`src/rtl/handshake_slice.sv`:
```
// Valid/ready register slice: bypass, forward, backward (skid) or full cut.
// Optional output transfer/stall counters are enabled by HANDSHAKE_SLICE_PERF_EN.
module handshake_slice #(
  parameter int DATA_WD = 8,
  parameter int MODE    = 3,
  parameter int CNT_WD  = 16
) (
  input  logic               clk,
  input  logic               rst,
  input  logic               valid_in,
  input  logic [DATA_WD-1:0] data_in,
  output logic               ready_in,
  output logic               valid_out,
  output logic [DATA_WD-1:0] data_out,
  input  logic               ready_out
`ifdef HANDSHAKE_SLICE_PERF_EN
  ,
  output logic [CNT_WD-1:0]  xfer_cnt,
  output logic [CNT_WD-1:0]  stall_cnt
`endif
);

  localparam int EFF_MODE = (MODE >= 0 && MODE <= 2) ? MODE : 3;
  localparam bit USE_SKID = (EFF_MODE == 2) || (EFF_MODE == 3);
  localparam bit USE_FWD  = (EFF_MODE == 1) || (EFF_MODE == 3);

  logic               sv_q, sv_d;
  logic [DATA_WD-1:0] sd_q, sd_d;
  logic               vq_q, vq_d;
  logic [DATA_WD-1:0] dq_q, dq_d;

  logic               sk_valid;
  logic [DATA_WD-1:0] sk_data;
  logic               sk_ready_dn;
  logic               fwd_ready;
  logic               fwd_valid_in;
  logic [DATA_WD-1:0] fwd_data_in;

  always_comb begin
    sk_valid     = valid_in || sv_q;
    sk_data      = sv_q ? sd_q : data_in;
    fwd_ready    = !vq_q || ready_out;
    // In the full cut the skid stage sees the forward stage as its downstream.
    sk_ready_dn  = USE_FWD ? fwd_ready : ready_out;
    fwd_valid_in = USE_SKID ? sk_valid : valid_in;
    fwd_data_in  = USE_SKID ? sk_data : data_in;

    valid_out = USE_FWD ? vq_q : (USE_SKID ? sk_valid : valid_in);
    data_out  = USE_FWD ? dq_q : (USE_SKID ? sk_data : data_in);
    ready_in  = USE_SKID ? !sv_q : (USE_FWD ? fwd_ready : ready_out);

    sv_d = sv_q;
    sd_d = sd_q;
    if (USE_SKID) begin
      if (valid_in && !sv_q && !sk_ready_dn) begin
        sv_d = 1'b1;
        sd_d = data_in;
      end else if (sv_q && sk_ready_dn) begin
        sv_d = 1'b0;
      end
    end

    vq_d = vq_q;
    dq_d = dq_q;
    if (USE_FWD && fwd_ready) begin
      vq_d = fwd_valid_in;
      dq_d = fwd_data_in;
    end
  end

  always_ff @(posedge clk) begin
    if (rst) begin
      sv_q <= 1'b0;
      sd_q <= '0;
      vq_q <= 1'b0;
      dq_q <= '0;
    end else begin
      sv_q <= sv_d;
      sd_q <= sd_d;
      vq_q <= vq_d;
      dq_q <= dq_d;
    end
  end

`ifdef HANDSHAKE_SLICE_PERF_EN
  logic [CNT_WD-1:0] xfer_q;
  logic [CNT_WD-1:0] stall_q;

  function automatic logic [CNT_WD-1:0] sat_inc(input logic [CNT_WD-1:0] c);
    return (&c) ? c : c + CNT_WD'(1);
  endfunction

  always_ff @(posedge clk) begin
    if (rst) begin
      xfer_q  <= '0;
      stall_q <= '0;
    end else begin
      if (valid_out && ready_out)  xfer_q  <= sat_inc(xfer_q);
      if (valid_out && !ready_out) stall_q <= sat_inc(stall_q);
    end
  end

  assign xfer_cnt  = xfer_q;
  assign stall_cnt = stall_q;
`endif

endmodule
```
`config.mk`:
```
export PLATFORM = sky130hd
export DESIGN_NAME = handshake_slice
export DESIGN_NICKNAME = d
export VERILOG_FILES = /design/src/rtl/handshake_slice.sv
export SDC_FILE = /design/constraint.sdc
export NUM_CORES = 1
export LEC_CHECK = 0
export ABC_AREA = 1
export CAP_MARGIN = 5
export CORE_UTILIZATION = 35
export CTS_CLUSTER_SIZE = 25
export DETAILED_ROUTE_END_ITERATION = 8
export PLACE_DENSITY_LB_ADDON = 0.12
export SYNTH_ARGS = -nofsm -noshare
export SYNTH_HDL_FRONTEND = slang
export SYNTH_SLANG_ARGS = --single-unit
```
`constraint.sdc`:
```
create_clock -name clk -period 2.26 [get_ports clk]
set_clock_uncertainty 0.2 [all_clocks]
set_input_delay 0.339 -clock clk [delete_from_list [all_inputs] [get_ports clk]]
set_output_delay 0.339 -clock clk [all_outputs]
set_load 0.05 [all_outputs]
```
Yosys cells after proc, flatten, opt, wreduce, memory -nomap -nowiden

Cells that the tools add are included.

Flip-flop bits (word level): 18
Input bits: 12

Muxes and demuxes: 3
Reductions and logical operators: 9

Operator list:

| operator          | count |
|---|---|
| $mux 8            | 1 |
| $logic_and 1x1->1 | 3 |
| $logic_not 1->1   | 3 |
| $logic_or 1x1->1  | 2 |
| $mux 1            | 2 |
| $reduce_bool 2->1 | 1 |

Depth between registers and ports, before layout

Depth after elaboration: 5
Mapped depth: 6
Gate-level depth less buffers: 5

Worst setup path after synthesis

No wires, ideal clock.

Path type: register to register
Start: register vq_q (netlist: valid_out)
End: register sd_q[5]
Library setup time: 113 ps
Data arrival time: 1232 ps
Path slack: 715 ps
Cell stages (with the launch flop): 7
Path through: dfxtp_1 > inv_1 > nor2_4 > buf_6 > nand3_1 > nand2_1 > nor2_1

Longest elaborated chain between the ends: 4

Ends and longest elaborated chain:

| what                     | line | source |
|---|---|---|
| start: declaration       | 29   | `logic vq_q, vq_d;` |
| start signal: assignment | 80   | `vq_q <= vq_d;` |
| $logic_not 1->1          | 42   | `fwd_ready = !vq_q \|\| ready_out;` |
| $logic_or 1x1->1         | 42   |  |
| $logic_not 1->1          | 55   | `if (valid_in && !sv_q && !sk_ready_dn) begin` |
| $logic_and 1x1->1        | 55   |  |
| end signal: assignment   | 74   | `sd_q <= '0;` |
| end signal: assignment   | 79   | `sd_q <= sd_d;` |
| end: declaration         | 28   | `logic [DATA_WD-1:0] sd_q, sd_d;` |

Every way passes these cells.
A chain may end at the register's enable or synchronous reset.

Final worst setup path

Start: register vq_q (netlist: valid_out)
End: output port valid_out

RTL lines:

| what             | line | source |
|---|---|---|
| end: declaration | 13   | `output logic valid_out,` |

No word-level cell between the ends.

==> results.cfg <==
[logic_synthesis]
synth_common_cells = 33 x nor2_1, 18 x dfxtp_1, 16 x nand2_1
synth_edf_count = 0
synthTopCellsByArea = dfxtp_1 44%, nor2_1 15%, nand2_1 7.3%, o21ai_1 6.1%, buf_6 5.5%
ys_ff_latch = 18
yosysMostFrequentCell = nor2_1
seq_area_frac_synth_pct = 43.6
netlist_area_sq_um = 826
postSynthAreaPerCell_sq_um = 7.12
yosysTopAreaCell = dfxtp_1
yosysUniqueCellTypes = 14
synth_top_area_share_pct = 43.6
async_reset_ff_share_pct = 0
syn-num-nets = 128
ys_warn_count = 0
postSynthCellCount = 116
synth_ff_type = dfxtp_1

[clock_tree]
clockBufferDepth = 2
cts.htree.levels = 1
cts_made_buffers = 3
clk_pin_slew_ns = 0.11
ctsRootBufferMaster = clkbuf_4
cts_sinks = 18
cts.repair.resized = 0
clk_latency_ns = 0.29
hold_buffers = 0
post_cts_buffers = 0
cts_tree = done

[worst_setup_path]
path_class = reg2out
cp_cell_sequence = clkdlybuf4s50_1
cp-start-kind = flip-flop
critPathMaxFanout = 3
slowest_delay_ns = 0.82
cp.required_ns = 1.72
arrival_ns = 1.49
worstSetupEndpointType = primary output
critPathSlowestCell = clkdlybuf4s50_1
worst-path-buf-inv = 1
cpLargestDelayFamily = buffers and inverters

[final_layout]
area_delta_synth_final_pct = 28.6
fin_area_sq_um = 1060
drive_above_1_share_pct = 9.49
diodes = 0
fillers = 235
nets = 150

[routing]
viasPerCell = 4.42
routed_wl_um = 1710
route.detailed.drc = 0
dr.pass1.iters = 4
drt_iter0_markers = 11
wl_per_cell_um = 10.4
dr_total_vias = 730
final_antenna_net_count = 0

[sta]
rsz0062_at_grt = no
report.final.slew_viol_count = 0
fin_crit_sh_pct = 89.7
setup_ws_ns = 0.233
slew_headroom_pct = 66.7
max_freq_mhz = 493
tightestPinTransition_ns = 0.497
hold_violations = 0
fin_tns_setup_ns = 0
setup_viol = 0
period_needed_ns = 2.03

[pwr]
seqPwrFrac_pct = 49.8
switchingPower_w = 0.000203
power_frac_clock_pct = 28.7
p_per_area_nw_per_um2 = 652
power_frac_comb_pct = 21.4
p_int_w = 0.000490
ir_drop_mv = 0.354
p_total_w = 0.000693
p_leak_nw = 0.449
p_sw_share_pct = 29.3

[status]
outcome = finished clean

[global_route]
grtUsageTotal_pct = 15.1
antenna_found_initial = 0
grt_max_degree = 17
grt_pass1_vias = 626
grt_pass1_wl_um = 2860
overflow = 0

[placed_design]
gp_congestion = 0.738
pre_cts_ws_ns = 0.531
postPlaceCellArea_sq_um = 1030
portBuffers = 21
hpwl_um = 1230

[floorplanning]
start_util_pct = 37.3
die-area_sq_um = 2560
top_level_ports = 22
core_sq_um = 2210
rows = 17
die_h_um = 50.6
die_w_um = 50.6

[job]
maxCapViolCount = 0

[min_path]
hold_path_class = reg2reg
==> cells by family after synthesis <==
| family | share of synthesized area [%] |
|---|---|
| flops | 43.6 |
| buf+inv | 12.1 |
| simple gates | 33.9 |
| compound gates | 10.3 |
==> sequential cells by signal (all words and copies together) (netlist names) <==
register,cells
sd_q,8
valid_out,1
data_out,8
sv_q,1
==> layout make-up <==
class	count	area, sq um	share of cell area (%)
flip-flops and latches	18	360	33.9
repair buffers	22	215	20.3
inverters	13	50.0	4.71
well taps	28	35.0	3.30
multi-input cells	80	365	34.4
clock buffers	4	36.3	3.42
==> path summary, 6_finish.rpt <==
| path | from | to | slack (ns) | cells after the start |
|---|---|---|---|---|
| worst max-delay path | valid_out | valid_out | 0.23 | 1 |
| worst min-delay path | sd_q[1] | sd_q[1] | 0.29 | 2 |
| worst max register to register | sv_q | sd_q[0] | 0.90 | 5 |
| worst min register to register | sd_q[1] | sd_q[1] | 0.29 | 2 |
==> power by group through the flow <==
stage	sequential (W)	clock [W]	combinational, W
2_1_floorplan	0.000393	0	0.0000582
3_3_place_gp	0.000352	0	0.000148
3_5_place_dp	0.000353	0	0.000149
4_1_cts	0.000345	0.000206	0.000150
5_1_grt	0.000348	0.000211	0.000161
6_report	0.000345	0.000199	0.000149
==> metrics by stage <==
| stage | utilization, % | instances | hold WS, ns |
|---|---|---|---|
| 6_report | 48.0 | 165 | 0.292 |
| 4_1_cts | 48.0 | 165 | 0.293 |
| 5_1_grt | 48.0 | 165 | 0.315 |
| 2_1_floorplan | - | 116 | 0.208 |
| 3_3_place_gp | 46.4 | 161 | 0.266 |
| 3_5_place_dp | 46.4 | 161 | 0.277 |
==> per-layer routing <==
metal	vias up	track usage (%)	share of wire (%)
met5	-	0	0
met4	0	8.33	0.94
met3	2	2.73	3.4
met2	11	23.6	46
met1	318	19.3	49
li1	399	-	-
==> placed cells by master (no fill, tap or decap), drive strengths merged <==
master	synthesis	layout
a21oi	1	1
buf	5	2
clkbuf	0	4
clkdlybuf4s50	0	20
clkinv	1	1
dfxtp	18	18
inv	12	12
nand2	18	18
nand3	8	8
nor2	36	36
nor3	1	1
o21ai	16	16
No activity file was read; power rests on OpenSTA's default activity.
==> RTL edit 1 (same flow settings) <==
Take the reset off `sd_q` and load it in a clocked block of its own.
--- a/src/rtl/handshake_slice.sv
+++ b/src/rtl/handshake_slice.sv
@@ -72,13 +72,15 @@
     if (rst) begin
       sv_q <= 1'b0;
-      sd_q <= '0;
       vq_q <= 1'b0;
       dq_q <= '0;
     end else begin
       sv_q <= sv_d;
-      sd_q <= sd_d;
       vq_q <= vq_d;
       dq_q <= dq_d;
     end
+  end
+
+  always_ff @(posedge clk) begin
+    sd_q <= sd_d;
   end
 
Behaviour: same outputs for any inputs over 10 cycles, from zero or initial values and one cycle with rst high; that may be too few to reach the edited logic, so the function may still have changed.
==> RTL edit 1 against the unedited design <==
Worst setup slack gained 75 ps. Combinational power shrank 11%. Cell area shrank 4.2%. Synthesized area shrank 6.7%. Clock power shrank 26%. Global-route usage shrank 2.9 points. Power shrank 6.5%. Routed wire length shrank 29%. Synthesized cell count shrank 19%. Via count shrank 17%. Sequential cell count is the same.
==> RTL edit 1: results (changes against the unedited design) <==
metric	value	unit	change
Synth Area in Compound Gates	0.649	%	was 10.3%
Layout fillers	209		was 235
worst stage delay on the critical path	800	ps	was 820 ps
Synth area leaders	edfxtp_1 31%, dfxtp_1 26%, nand2_1 16%, nor2_1 8.8%, nand3_1 5.2%		was dfxtp_1 44%, nor2_1 15%, nand2_1 7.3%, o21ai_1 6.1%, buf_6 5.5%
Hold Path End	data_out[5]$_SDFFE_PP0P_		was sd_q[1]$_SDFFE_PP0P_
Layout Nets	131		was 150
Worst Setup EP	data_out[4]		was valid_out
global-route wire length before repair	2230	um	was 2860 um
share of cells above drive strength 1	8.55	%	was 9.49%
Rel. slew slack	67.0	%	was 66.7%
Worst-path clk slew	90	ps	was 110 ps
Arrival @ worst endpoint	1410	ps	was 1490 ps
reg2reg start	valid_out$_SDFFE_PP0P_		was sv_q$_SDFFE_PP0P_
Detailed Route Iter0 Violations	1		was 11
GRT Resource Usage Total	12.2	%	was 15.1%
Syn Nets	106		was 128
maximum VDD drop	0.000322	V	was 0.000354 V
outcome	complete, no violations		unchanged
largest net degree at the start of global routing	11		was 17
worst r2r path cells	3		was 5
DP Area	995	sq um	was 0.00103 sq mm
leakage	0.454	nW	was 0.449 nW
Post-DP HPWL	959	um	was 1230 um
Synth top cells by count	33 x nand2_1, 18 x nor2_1, 10 x dfxtp_1		was 33 x nor2_1, 18 x dfxtp_1, 16 x nand2_1
Hold Path Depth	4		was 2
Crit Path Max Fanout	2		was 3
post-synth cell types	13		was 14
final std cells w/o fill	144		was 165
-- RTL edit 1: metal layers --
| metal | vias to the layer above | track usage, % | part of all wire, % |
|---|---|---|---|
| li1 | 338 | - | - |
| met1 | 251 | 16.6 | 52 |
| met2 | 15 | 17.1 | 41 |
| met3 | 2 | 4.05 | 5.3 |
| met4 | 0 | 5.88 | 0.90 |
| met5 | - | 0 | 0 |
-- RTL edit 1: power by group --
part,total (mW),internal (mW),switching [mW]
logic,0.133,0.0531,0.0802
clock network,0.148,0.0617,0.0865
registers,0.366,0.356,0.0103
total,0.648,0.470,0.177
-- RTL edit 1: stage by stage --
stage          setup slack, ps  hold WS, ps  utilization [%]
2_1_floorplan              401          208                -
3_3_place_gp               474          325             49.2
3_5_place_dp               467          328             49.2
4_1_cts                    293          343             50.3
5_1_grt                    246          379             50.3
6_report                   307          337             50.3
-- RTL edit 1: logic make-up after synthesis --
group	count (synthesis)
compound gates	1
buf+inv	14
flops	18
simple gates	61
-- RTL edit 1: final cells by class --
cell class / instances / area, sq um / share of cell area [%]
Inverter: 12 / 55.1 / 5.41
Multi-Input combinational cell: 62 / 253 / 24.8
Clock buffer: 3 / 22.5 / 2.21
Timing Repair Buffer: 22 / 213 / 20.9
Tap cell: 27 / 33.8 / 3.32
Sequential cell: 18 / 440 / 43.3
-- RTL edit 1: worst reg2reg max path, stage by stage (launching register included) --
cell and delay (ps):
dfxtp_1 550, nand2_4 110, nor2_1 120, buf_4 180
==> RTL edit 2 (config.mk and constraints unchanged) <==
Without the edit above. Set the parameter `DATA_WD` to 12 (it was 8).
--- a/src/rtl/handshake_slice.sv
+++ b/src/rtl/handshake_slice.sv
@@ -2,5 +2,5 @@
 // Optional output transfer/stall counters are enabled by HANDSHAKE_SLICE_PERF_EN.
 module handshake_slice #(
-  parameter int DATA_WD = 8,
+  parameter int DATA_WD = 12,
   parameter int MODE    = 3,
   parameter int CNT_WD  = 16
Interface: changed (resized data_in and data_out); port bits go from 22 to 30. No check against the original RTL was run, so the function may have changed too.
==> RTL edit 2 against the unedited design <==
Sequential cell count rose by 8. Synthesized area rose by 40%. Final cell count rose by 44%. Sequential share of layout area rose by 1.1 points. Register-to-register slack got worse by 120 ps. Power rose by 36%. Cell area rose by 40%. Worst setup slack got worse by 27 ps. Routed wire length rose by 42%. Die area rose by 38%. Sequential power rose by 45%. Largest cell class is now flip-flops and latches.
==> RTL edit 2: results (changes against the unedited design) <==
metric	value	unit	change
outcome	complete, no violations		unchanged
Layout Nets	211		was 150
share of cells above drive strength 1	6.70	%	was 9.49%
Synth area leaders	dfxtp_1 45%, nor2_1 16%, o21ai_0 8.2%, nand2_1 7.8%, nand3_1 5.2%		was dfxtp_1 44%, nor2_1 15%, nand2_1 7.3%, o21ai_1 6.1%, buf_6 5.5%
Arrival @ worst endpoint	1520	ps	was 1490 ps
via count	1108		was 730
Detailed Route Iter0 Violations	60		was 11
DP Area	0.00145	sq mm	was 0.00103 sq mm
maximum VDD drop	0.000228	V	was 0.000354 V
routing usage on met1	20.4	%	was 19.3%
CP Launch Point	data_out[10]$_SDFFE_PP0P_		was valid_out$_SDFFE_PP0P_
Hold Path End	sd_q[4]$_SDFFE_PP0P_		was sd_q[1]$_SDFFE_PP0P_
Crit Path Max Fanout	2		was 3
leakage	0.623	nW	was 0.449 nW
Fin Hold WS	293	ps	was 292 ps
met2 wire length	1100	um	was 791 um
WL met1	1210	um	was 842 um
largest net degree at the start of global routing	25		was 17
global-route wire length before repair	4070	um	was 2860 um
Layout fillers	339		was 235
metal3 WL	101	um	was 58 um
Synth Area in Compound Gates	10.8	%	was 10.3%
DP Worst Slack	357	ps	was 531 ps
Peak Freq	0.487	GHz	was 0.493 GHz
register area share after synthesis	45.0	%	was 43.6%
Worst-path clk slew	140	ps	was 110 ps
HP Start	sd_q[4]$_SDFFE_PP0P_		was sd_q[1]$_SDFFE_PP0P_
worst r2r path cells	4		was 5
vias in the first global route	936		was 626
Gate Count Post-Synth	169		was 116
GR Util met2	25.4	%	was 23.6%
post-synth cell types	18		was 14
GRT Resource Usage Total	15.6	%	was 15.1%
gpl congestion	0.678		was 0.738
met3 Usage GRT	2.62	%	was 2.73%
Post-DP HPWL	1660	um	was 1230 um
area grow syn2layout	28.5	%	was 28.6%
Syn Nets	185		was 128
[RTL edit 2: cell types whose count changed after synthesis, sizes merged, moves of 4 or more]
cell	before	now
inv	12	16
dfxtp	18	26
nand3	8	12
nor2	36	52
nand2	18	26
buf	5	9
o21ai	16	24
[RTL edit 2: power by group through the flow]
| stage | registers, mW | clock network (mW) | logic [mW] |
|---|---|---|---|
| floorplan | 0.567 | 0 | 0.0773 |
| global placement | 0.508 | 0 | 0.208 |
| detailed placement | 0.509 | 0 | 0.209 |
| CTS | 0.499 | 0.249 | 0.209 |
| global route | 0.502 | 0.262 | 0.227 |
| finish | 0.499 | 0.233 | 0.208 |
[RTL edit 2: cell families after synthesis]
| group | after synthesis |
|---|---|
| compound gates | 25 |
| buf+inv | 27 |
| flops | 26 |
| simple gates | 91 |
[RTL edit 2: area by class of cell]
class                           count  share of cell area, %
Clock buffer                        4                   2.44
Inverter                           17                   4.38
Multi-Input combinational cell    116                   34.0
Sequential cell                    26                   35.0
Tap cell                           44                   3.71
Timing Repair Buffer               31                   20.4
